## src/rtl/if_id_pkg.sv

```systemverilog
// Shared types and constants for the IF->ID decoupling queue.
package if_id_pkg;

  // Entry field widths are the largest PC/instruction widths the queue supports.
  localparam int unsigned ENTRY_ADDR_W = 32;
  localparam int unsigned ENTRY_DATA_W = 32;

  // Bubble instruction presented when the queue is empty.
  localparam logic [ENTRY_DATA_W-1:0] NOP_INST = '0;

  typedef struct packed {
    logic [ENTRY_ADDR_W-1:0] pc;
    logic [ENTRY_ADDR_W-1:0] pc4;
    logic [ENTRY_DATA_W-1:0] inst;
  } if_id_entry_t;

endpackage

```

## src/rtl/if_id_ptr.sv

```systemverilog
// Wrap-around pointer into a DEPTH-entry buffer; DEPTH need not be a power of two.
module if_id_ptr #(
  parameter int unsigned DEPTH = 4,
  localparam int unsigned PTR_W = $clog2(DEPTH)
) (
  input  logic             clk,
  input  logic             reset,
  input  logic             clr,
  input  logic             inc,
  output logic [PTR_W-1:0] ptr
);

  logic [PTR_W-1:0] ptr_q, ptr_d;

  // Next pointer: clear wins, then explicit wrap from DEPTH-1 back to 0.
  always_comb begin
    ptr_d = ptr_q;
    if (clr) begin
      ptr_d = '0;
    end else if (inc) begin
      ptr_d = (ptr_q == PTR_W'(DEPTH - 1)) ? '0 : ptr_q + PTR_W'(1);
    end
  end

  // Pointer register with synchronous reset.
  always_ff @(posedge clk) begin
    if (reset) ptr_q <= '0;
    else       ptr_q <= ptr_d;
  end

  assign ptr = ptr_q;

endmodule

```

## src/rtl/if_id_queue.sv

```systemverilog
// IF->ID decoupling queue: buffers fetched {PC, PC+step, inst} so fetch runs during decode stalls.
module if_id_queue
  import if_id_pkg::*;
#(
  parameter int unsigned ADDR_W  = 32,
  parameter int unsigned DATA_W  = 32,
  parameter int unsigned DEPTH   = 4,
  parameter int unsigned PC_STEP = 4,
  localparam int unsigned CNT_W  = $clog2(DEPTH + 1),
  localparam int unsigned PTR_W  = $clog2(DEPTH)
) (
  input  logic              clk,
  input  logic              reset,
  input  logic              IF_Flush,
  input  logic              if_valid,
  output logic              if_ready,
  input  logic [ADDR_W-1:0] PC,
  input  logic [DATA_W-1:0] IFInst,
  output logic              id_valid,
  input  logic              id_ready,
  output logic [ADDR_W-1:0] PC_id,
  output logic [ADDR_W-1:0] PC_4_id,
  output logic [DATA_W-1:0] IDInst,
  output logic              IF_Flush_id,
  output logic [CNT_W-1:0]  count
);

  if (DEPTH < 2) begin : g_depth_check
    $error("if_id_queue: DEPTH must be at least 2");
  end
  if (ADDR_W > ENTRY_ADDR_W || DATA_W > ENTRY_DATA_W) begin : g_width_check
    $error("if_id_queue: ADDR_W/DATA_W exceed if_id_entry_t field widths");
  end

  logic [CNT_W-1:0] count_q, count_d;
  logic             flush_id_q;
  logic [PTR_W-1:0] rd_ptr, wr_ptr;
  logic             push, pop;
  if_id_entry_t     storage [DEPTH];
  if_id_entry_t     wr_entry, head;

  assign if_ready = (count_q != CNT_W'(DEPTH));
  assign id_valid = (count_q != '0);
  assign push     = if_valid & if_ready & ~IF_Flush;
  assign pop      = id_valid & id_ready & ~IF_Flush;

  if_id_ptr #(.DEPTH(DEPTH)) u_rd_ptr (
    .clk  (clk),
    .reset(reset),
    .clr  (IF_Flush),
    .inc  (pop),
    .ptr  (rd_ptr)
  );

  if_id_ptr #(.DEPTH(DEPTH)) u_wr_ptr (
    .clk  (clk),
    .reset(reset),
    .clr  (IF_Flush),
    .inc  (push),
    .ptr  (wr_ptr)
  );

  // Build the entry at push time; PC+step wraps modulo 2^ADDR_W.
  always_comb begin
    wr_entry      = '0;
    wr_entry.pc   = ENTRY_ADDR_W'(PC);
    wr_entry.pc4  = ENTRY_ADDR_W'(PC + ADDR_W'(PC_STEP));
    wr_entry.inst = ENTRY_DATA_W'(IFInst);
  end

  // Data storage, deliberately not reset.
  always_ff @(posedge clk) begin
    if (push && !reset) storage[wr_ptr] <= wr_entry;
  end

  // Occupancy: flush empties, simultaneous push and pop leave it unchanged.
  always_comb begin
    count_d = count_q;
    if (IF_Flush) begin
      count_d = '0;
    end else if (push && !pop) begin
      count_d = count_q + CNT_W'(1);
    end else if (pop && !push) begin
      count_d = count_q - CNT_W'(1);
    end
  end

  // Occupancy and flush-marker registers; reset overrides everything.
  always_ff @(posedge clk) begin
    if (reset) begin
      count_q    <= '0;
      flush_id_q <= 1'b0;
    end else begin
      count_q    <= count_d;
      flush_id_q <= IF_Flush;
    end
  end

  assign head = storage[rd_ptr];

  // Head fields from registered state; bubble when empty.
  always_comb begin
    PC_id   = '0;
    PC_4_id = '0;
    IDInst  = NOP_INST[DATA_W-1:0];
    if (id_valid) begin
      PC_id   = head.pc[ADDR_W-1:0];
      PC_4_id = head.pc4[ADDR_W-1:0];
      IDInst  = head.inst[DATA_W-1:0];
    end
  end

  assign IF_Flush_id = flush_id_q;
  assign count       = count_q;

endmodule

```

## config.mk

```make
export PLATFORM = sky130hd
export DESIGN_NAME = if_id_queue
export DESIGN_NICKNAME = d
export VERILOG_FILES = /design/src/rtl/if_id_pkg.sv /design/src/rtl/if_id_ptr.sv /design/src/rtl/if_id_queue.sv
export SDC_FILE = /design/constraint.sdc
export NUM_CORES = 1
export LEC_CHECK = 0
export ABC_AREA = 1
export CELL_PAD_IN_SITES_DETAIL_PLACEMENT = 0
export CELL_PAD_IN_SITES_GLOBAL_PLACEMENT = 2
export CORE_UTILIZATION = 34
export DETAILED_ROUTE_END_ITERATION = 10
export GPL_ROUTABILITY_DRIVEN = 0
export PLACE_DENSITY = 0.82
export SYNTH_ARGS = -nofsm -noshare
export SYNTH_HDL_FRONTEND = slang
export SYNTH_SLANG_ARGS = --single-unit
```

## constraint.sdc

```tcl
create_clock -name clk -period 5.3 [get_ports clk]
set_clock_uncertainty 0.05 [all_clocks]
set_input_delay 0.795 -clock clk [delete_from_list [all_inputs] [get_ports clk]]
set_output_delay 0.795 -clock clk [all_outputs]
set_load 0.01 [all_outputs]
```

# After elaboration in Yosys (flattened, before gate mapping)
# Memory sizes are Yosys's and may differ from the RTL's. A register that Yosys moved wholly into a read port is not among the register bits.
# Cells that the tools add are included.
[word_totals]
reg_bits = 8
latch_bits = 0
ramBits = 384
mem_bits_ro = 0
input_bits = 69
output_inout_bits = 102
n_memories = 1
[memory_table]
columns = ["name", "words", "word_bits", "read_ports", "rd_clocked_by_memory_dff", "write_ports", "line", "rtl"]
rows = [
  ["storage", 4, 96, 1, 1, 1, "if_id_queue.sv:39", "if_id_entry_t storage [DEPTH];"],
]
[classes]
addsub = 5
multipliers = 0
n_div = 0
magnitude_cmp = 0
n_eq_ne = 3
n_shift = 0
n_mux = 11
bitwise = 5
reduce_logical = 9
[op_table]
columns = ["op", "n"]
rows = [
  ["32-bit 2-to-1 mux", 3],
  ["32-bit by 3-bit adder with 32-bit output, second input constant", 1],
  ["2-bit 2-to-1 mux", 4],
  ["3-bit 2-to-1 mux", 2],
  ["2-bit by 1-bit adder with 2-bit output, second input constant", 2],
  ["1-bit bitwise AND", 4],
  ["2-bit equality test, second input constant", 2],
  ["3-bit by 1-bit adder with 3-bit output, second input constant", 1],
  ["1-bit logical AND", 3],
  ["1-bit zero test", 3],
  ["3-bit != test, second input constant", 1],
  ["3-bit nonzero test", 1],
  ["3-bit by 1-bit subtractor with 3-bit output, second input constant", 1],
  ["1-bit 2-to-1 mux", 2],
  ["2-bit nonzero test", 1],
  ["2-bit OR reduction", 1],
  ["1-bit inverter", 1],
]

# Logic depth before layout (Yosys ltp)
[depth]
ltp_word = 7
mapped_depth = 12
depth_no_buf = 12

# By module
# A second synthesis with hierarchy kept.
[hier_totals]
cells_unflattened = 1347
hier_area_um2 = 15766.4
[by_module_without_submodules]
columns = ["module", "n_inst", "cells_per_inst", "area_each_um2", "seq_area_each_um2"]
rows = [
  ["if_id_queue", 1, 1319, 15571.2, 11370.9],
  ["if_id_ptr", 2, 14, 97.6, 40.0],
]

# Worst setup path before layout
# OpenSTA, ideal clock, no wires.
[synth_timing]
path_type = "input-to-reg"
start = "input reset"
end = "memory storage[0][0] in the netlist's numbering, enable pin"
setup_ns = 0.548
arrival_ns = 5.169
t_required_ns = 4.702
setup_slack_ns = -0.467
path_stages = 3
path_cell_list = "nor2_1 > nand3_1 > nor2_1"
[synth_via]
elab_chain_cells = 4
[synth_rtl]
columns = ["element", "line", "rtl"]
rows = [
  ["start, declared", "if_id_queue.sv:13", "input logic reset,"],
  ["1-bit zero test", "if_id_queue.sv:73", "if (push && !reset) storage[wr_ptr] <= wr_entry;"],
  ["1-bit logical AND", "if_id_queue.sv:73", ""],
  ["1-bit 2-to-1 mux", "if_id_queue.sv:73", ""],
  ["1-bit 2-to-1 mux (implied by the code)", "if_id_queue.sv:73", ""],
  ["end, declared", "if_id_queue.sv:39", ""],
]
# Every way passes these cells.

==> impl_summary.md <==
Logic synthesis
sky130_fd_sc_hd__nor2_1 is the most common cell in the netlist. Of all cell types, the one taking the most synthesized area is sky130_fd_sc_hd__edfxtp_1. For this run, the leading register cell type out of synthesis is sky130_fd_sc_hd__edfxtp_1. Yosys mapped the design onto 28 distinct sky130hd cell types. The sequential cell area fraction in the yosys report is 72.5%. The net count after synthesis is 1426. Sorting the synthesized cells by how often they occur yields 423 x sky130_fd_sc_hd__nor2_1, 376 x sky130_fd_sc_hd__edfxtp_1, 110 x sky130_fd_sc_hd__o21ai_0, 99 x sky130_fd_sc_hd__a21oi_1, 88 x sky130_fd_sc_hd__nand2_1.

Ranked by total cell area, the synthesized netlist is headed by sky130_fd_sc_hd__edfxtp_1 71%, sky130_fd_sc_hd__nor2_1 10%, sky130_fd_sc_hd__o21ai_0 3.5%. The mean cell area of the mapped netlist is 11.7 um2. After synthesis, the share of flip-flops with an asynchronous set or reset is 0%. The share of Yosys cell area claimed by the top area cell type is 71.3%. The number of flops mapped to enable cells by yosys is 376. The gate count after technology mapping is 1349. The total of warnings raised by yosys is 0. The post-synth design cell area is 15800 um2.

The synthesized design contains 386 register bits.

Place
The number of buffers inserted by port buffering is 170. After legalization and detailed placement, the total HPWL measured 22.6 mm. Before CTS, the worst setup slack after placement is 1.51 ns.

Once placement finished, the instance area stood at 18100 um2.

Setup path
The data arrival time at the worst-slack endpoint is 3.43 ns. For this design, the slowest cell found on the critical path is sky130_fd_sc_hd__inv_6. At the worst endpoint, the required time is 4.45 ns. Grouping stages by cell kind, the critical path spends the most delay in buffers and inverters. The signal on the critical path passes through inv_6 -> buf_4 -> o21ai_0 -> a21oi_1 -> clkdlybuf4s50_1. The worst setup slack for register-to-register paths is 2.68 ns. The endpoint of the worst register-to-register path is storage[3][68]. The largest single stage delay on the critical path is 0.79 ns.

The critical path contains buffers and inverters numbering 3 combined. Of all nets on the critical path, the largest fanout is 128. The worst register-to-register path begins at count[0].

By startpoint and endpoint, the worst setup path is classified as reg -> out. The type of origin of the critical path is a register. The number of cells on the worst reg-to-reg path is 5.

The worst setup path is captured at a primary output.

Timing
The post-route worst hold slack is 0.509 ns. The worst-case headroom to the max-slew limit is 32.1%. Of the available clock period, the critical path in the final layout requires 80.7%. The final-report hold violation count was 0. Setup repair after global routing left no endpoint under its margin. The clock period minus final worst setup slack is 4.27 ns. The count of final setup violators is 0. The worst path meets setup with 1.03 ns of slack.

For the pin with the worst max-slew slack, the measured transition is 1.02 ns. The final number of max-transition violations was 0. Derived from the worst setup path, the maximum achievable clock frequency is 0.234 GHz.

Flow run
The number of maximum-capacitance violations is 0.

Routing
The detailed router placed 10300 vias in this run. After detailed routing, the number of vias per cell comes to 4.85. After detailed routing, the number of remaining DRC violations is 0. The post-route antenna net violation count is 0. The number of detailed-route iterations in the first pass is 5. Summed over all layers, the routed wires come to 39.8 mm.

The routed wirelength normalized by instance count is 18.6 um. The initial detailed-routing violation count is 680.

Finish
The number of fill cells in the layout is 4247. The summed area of non-filler cells in the final layout is 19500 um2. The number of antenna diodes in the final layout is 0. The area growth from synthesis to layout is 23.0%.

Of the cells placed in the final design, the portion with a size suffix greater than 1 is 5.87%. Once layout is complete, the utilization of the core stands at 42.7%. At the end of the flow, the number of nets in the layout was 1582.

Pwr
The static leakage is 0.00653 uW. For this design the ratio of total power to cell area is 351 nW/um2. The worst ir drop on vdd is 0.246 mV.

CTS
The count of hold-fix buffers inserted at cts is 0. The post-cts sizing count is 0. The clock-pin slew of the registers on the worst-case setup and hold paths is 0.06 ns. For the worst-skew pair, the clock arrives at the later sink with an insertion delay of 0.55 ns. The maximum buffer depth of the clock tree is 3. CTS built an H-tree with a depth of 2. The number of clock sinks is 386.

Clock tree synthesis inserted a total of 43 buffers. TritonCTS built the clock tree. The root buffer cell is sky130_fd_sc_hd__clkbuf_16. Buffers added to address setup during post-CTS repair amount to 0.

Worst hold path
The number of cells on the worst hold path is 2. The worst hold path begins at u_rd_ptr.ptr[1]. The tightest min-delay check is of the reg -> reg type.

Global routing
The via count of the first global-routing pass came to 10100. The initial antenna violation count came to 4. The largest net degree at the start of global routing is 129. Global routing used 16.7% of the available tracks across all layers. For this run the aggregate overflow at the end of global routing stands at 0. The wire length of the first global-routing pass is 60.1 mm.

Floorplan
The core region is 45700 um2. The die outline height is 218 um. The horizontal die dimension is 218 um. The site row count is 78. 171 I/O pins were placed.

For this configuration, the core starts out at a cell density of 34.7%. The overall die area is 47500 um2.

Outcome
The run finished with clean final reports.
-- kinds of logic (layout without fill, tap and decap cells) --
| kind of cell | after synthesis | in the layout | synth area share [%] |
|---|---|---|---|
| simple gates | 543 | 543 | 13.5 |
| compound gates | 292 | 292 | 9.23 |
| xor+xnor | 15 | 15 | 0.829 |
| fa+ha+maj | 8 | 8 | 0.679 |
| buf+inv | 105 | 288 | 3.21 |
| flops | 386 | 386 | 72.5 |
-- flip-flops by register name (all words and copies together), names as in the netlist, named ones only --
signal and count:
storage 376, u_rd_ptr.ptr 2, count 3, u_wr_ptr.ptr 2, IF_Flush_id 1
-- worst max path at each step --
stage | startpoint | cells after the start | to
floorplan | reset | 3 | storage[0][0]
global placement | register | 5 | PC_id[16]
detailed placement | register | 5 | PC_id[16]
CTS | register | 5 | PC_id[16]
global route | register | 5 | IDInst[26]
finish | register | 5 | IDInst[16]
-- layer usage --
metal	up-vias	wire [um]	track usage (%)
met4	8	774	5.10
met5	-	60	0
met1	5037	17800	22.7
li1	5003	-	-
met2	242	18900	27.0
met3	53	2220	3.36
-- worst reg2reg max path, cell delays in order (launching register included) --
cell and delay [ns]:
sky130_fd_sc_hd__dfxtp_1 0.46, sky130_fd_sc_hd__inv_1 0.12, sky130_fd_sc_hd__nand3_1 0.19, sky130_fd_sc_hd__nand3_1 0.34, sky130_fd_sc_hd__nor2_4 0.68, sky130_fd_sc_hd__buf_12 0.40
-- per-stage QoR --
| step | total power (uW) | std cells | TNS, ns |
|---|---|---|---|
| 6_report | 6840 | 2132 | 0 |
| 2_1_floorplan | 3720 | 1349 | -175.45 |
| 5_1_grt | 7070 | 2132 | 0 |
| 3_3_place_gp | 4020 | 2060 | 0 |
| 3_5_place_dp | 4020 | 2060 | 0 |
| 4_1_cts | 6930 | 2132 | 0 |
-- power by group --
part	switching, uW	leakage [uW]	internal (uW)
clock network	1160	0.000663	1740
logic	313	0.00239	220
registers	21.4	0.00348	3390
total	1490	0.00653	5350
-- area by class of cell --
| class | count | area [um2] | area share, % |
|---|---|---|---|
| Clock buffer | 54 | 1160 | 5.95 |
| Clock inverter | 18 | 211 | 1.09 |
| Inverter | 31 | 124 | 0.636 |
| Multi-Input combinational cell | 858 | 3870 | 19.9 |
| Sequential cell | 386 | 11500 | 59.0 |
| Tap cell | 600 | 751 | 3.85 |
| Timing Repair Buffer | 185 | 1860 | 9.57 |
-- cell usage in the layout (no fill, tap or decap), types with 3 or more instances in the layout --
master,netlist,final
sky130_fd_sc_hd__edfxtp_1,376,376
sky130_fd_sc_hd__nor2_1,423,419
sky130_fd_sc_hd__ha_1,7,7
sky130_fd_sc_hd__buf_4,13,11
sky130_fd_sc_hd__nand2_1,88,88
sky130_fd_sc_hd__dfxtp_1,10,8
sky130_fd_sc_hd__nor2_4,4,8
sky130_fd_sc_hd__xor2_1,11,11
sky130_fd_sc_hd__clkinv_2,0,3
sky130_fd_sc_hd__o21ai_0,110,110
sky130_fd_sc_hd__clkbuf_1,12,8
sky130_fd_sc_hd__inv_6,0,3
sky130_fd_sc_hd__a21oi_1,99,99
sky130_fd_sc_hd__clkbuf_16,0,44
sky130_fd_sc_hd__nand3_1,10,10
sky130_fd_sc_hd__o21ai_1,83,83
sky130_fd_sc_hd__clkdlybuf4s50_1,0,170
sky130_fd_sc_hd__and2_1,3,3
sky130_fd_sc_hd__clkinv_1,0,5
sky130_fd_sc_hd__nand3b_1,9,9
sky130_fd_sc_hd__xnor2_1,4,4
sky130_fd_sc_hd__inv_1,29,29
sky130_fd_sc_hd__buf_12,0,4
sky130_fd_sc_hd__bufinv_16,0,4
No activity file was read; power rests on OpenSTA's default activity.
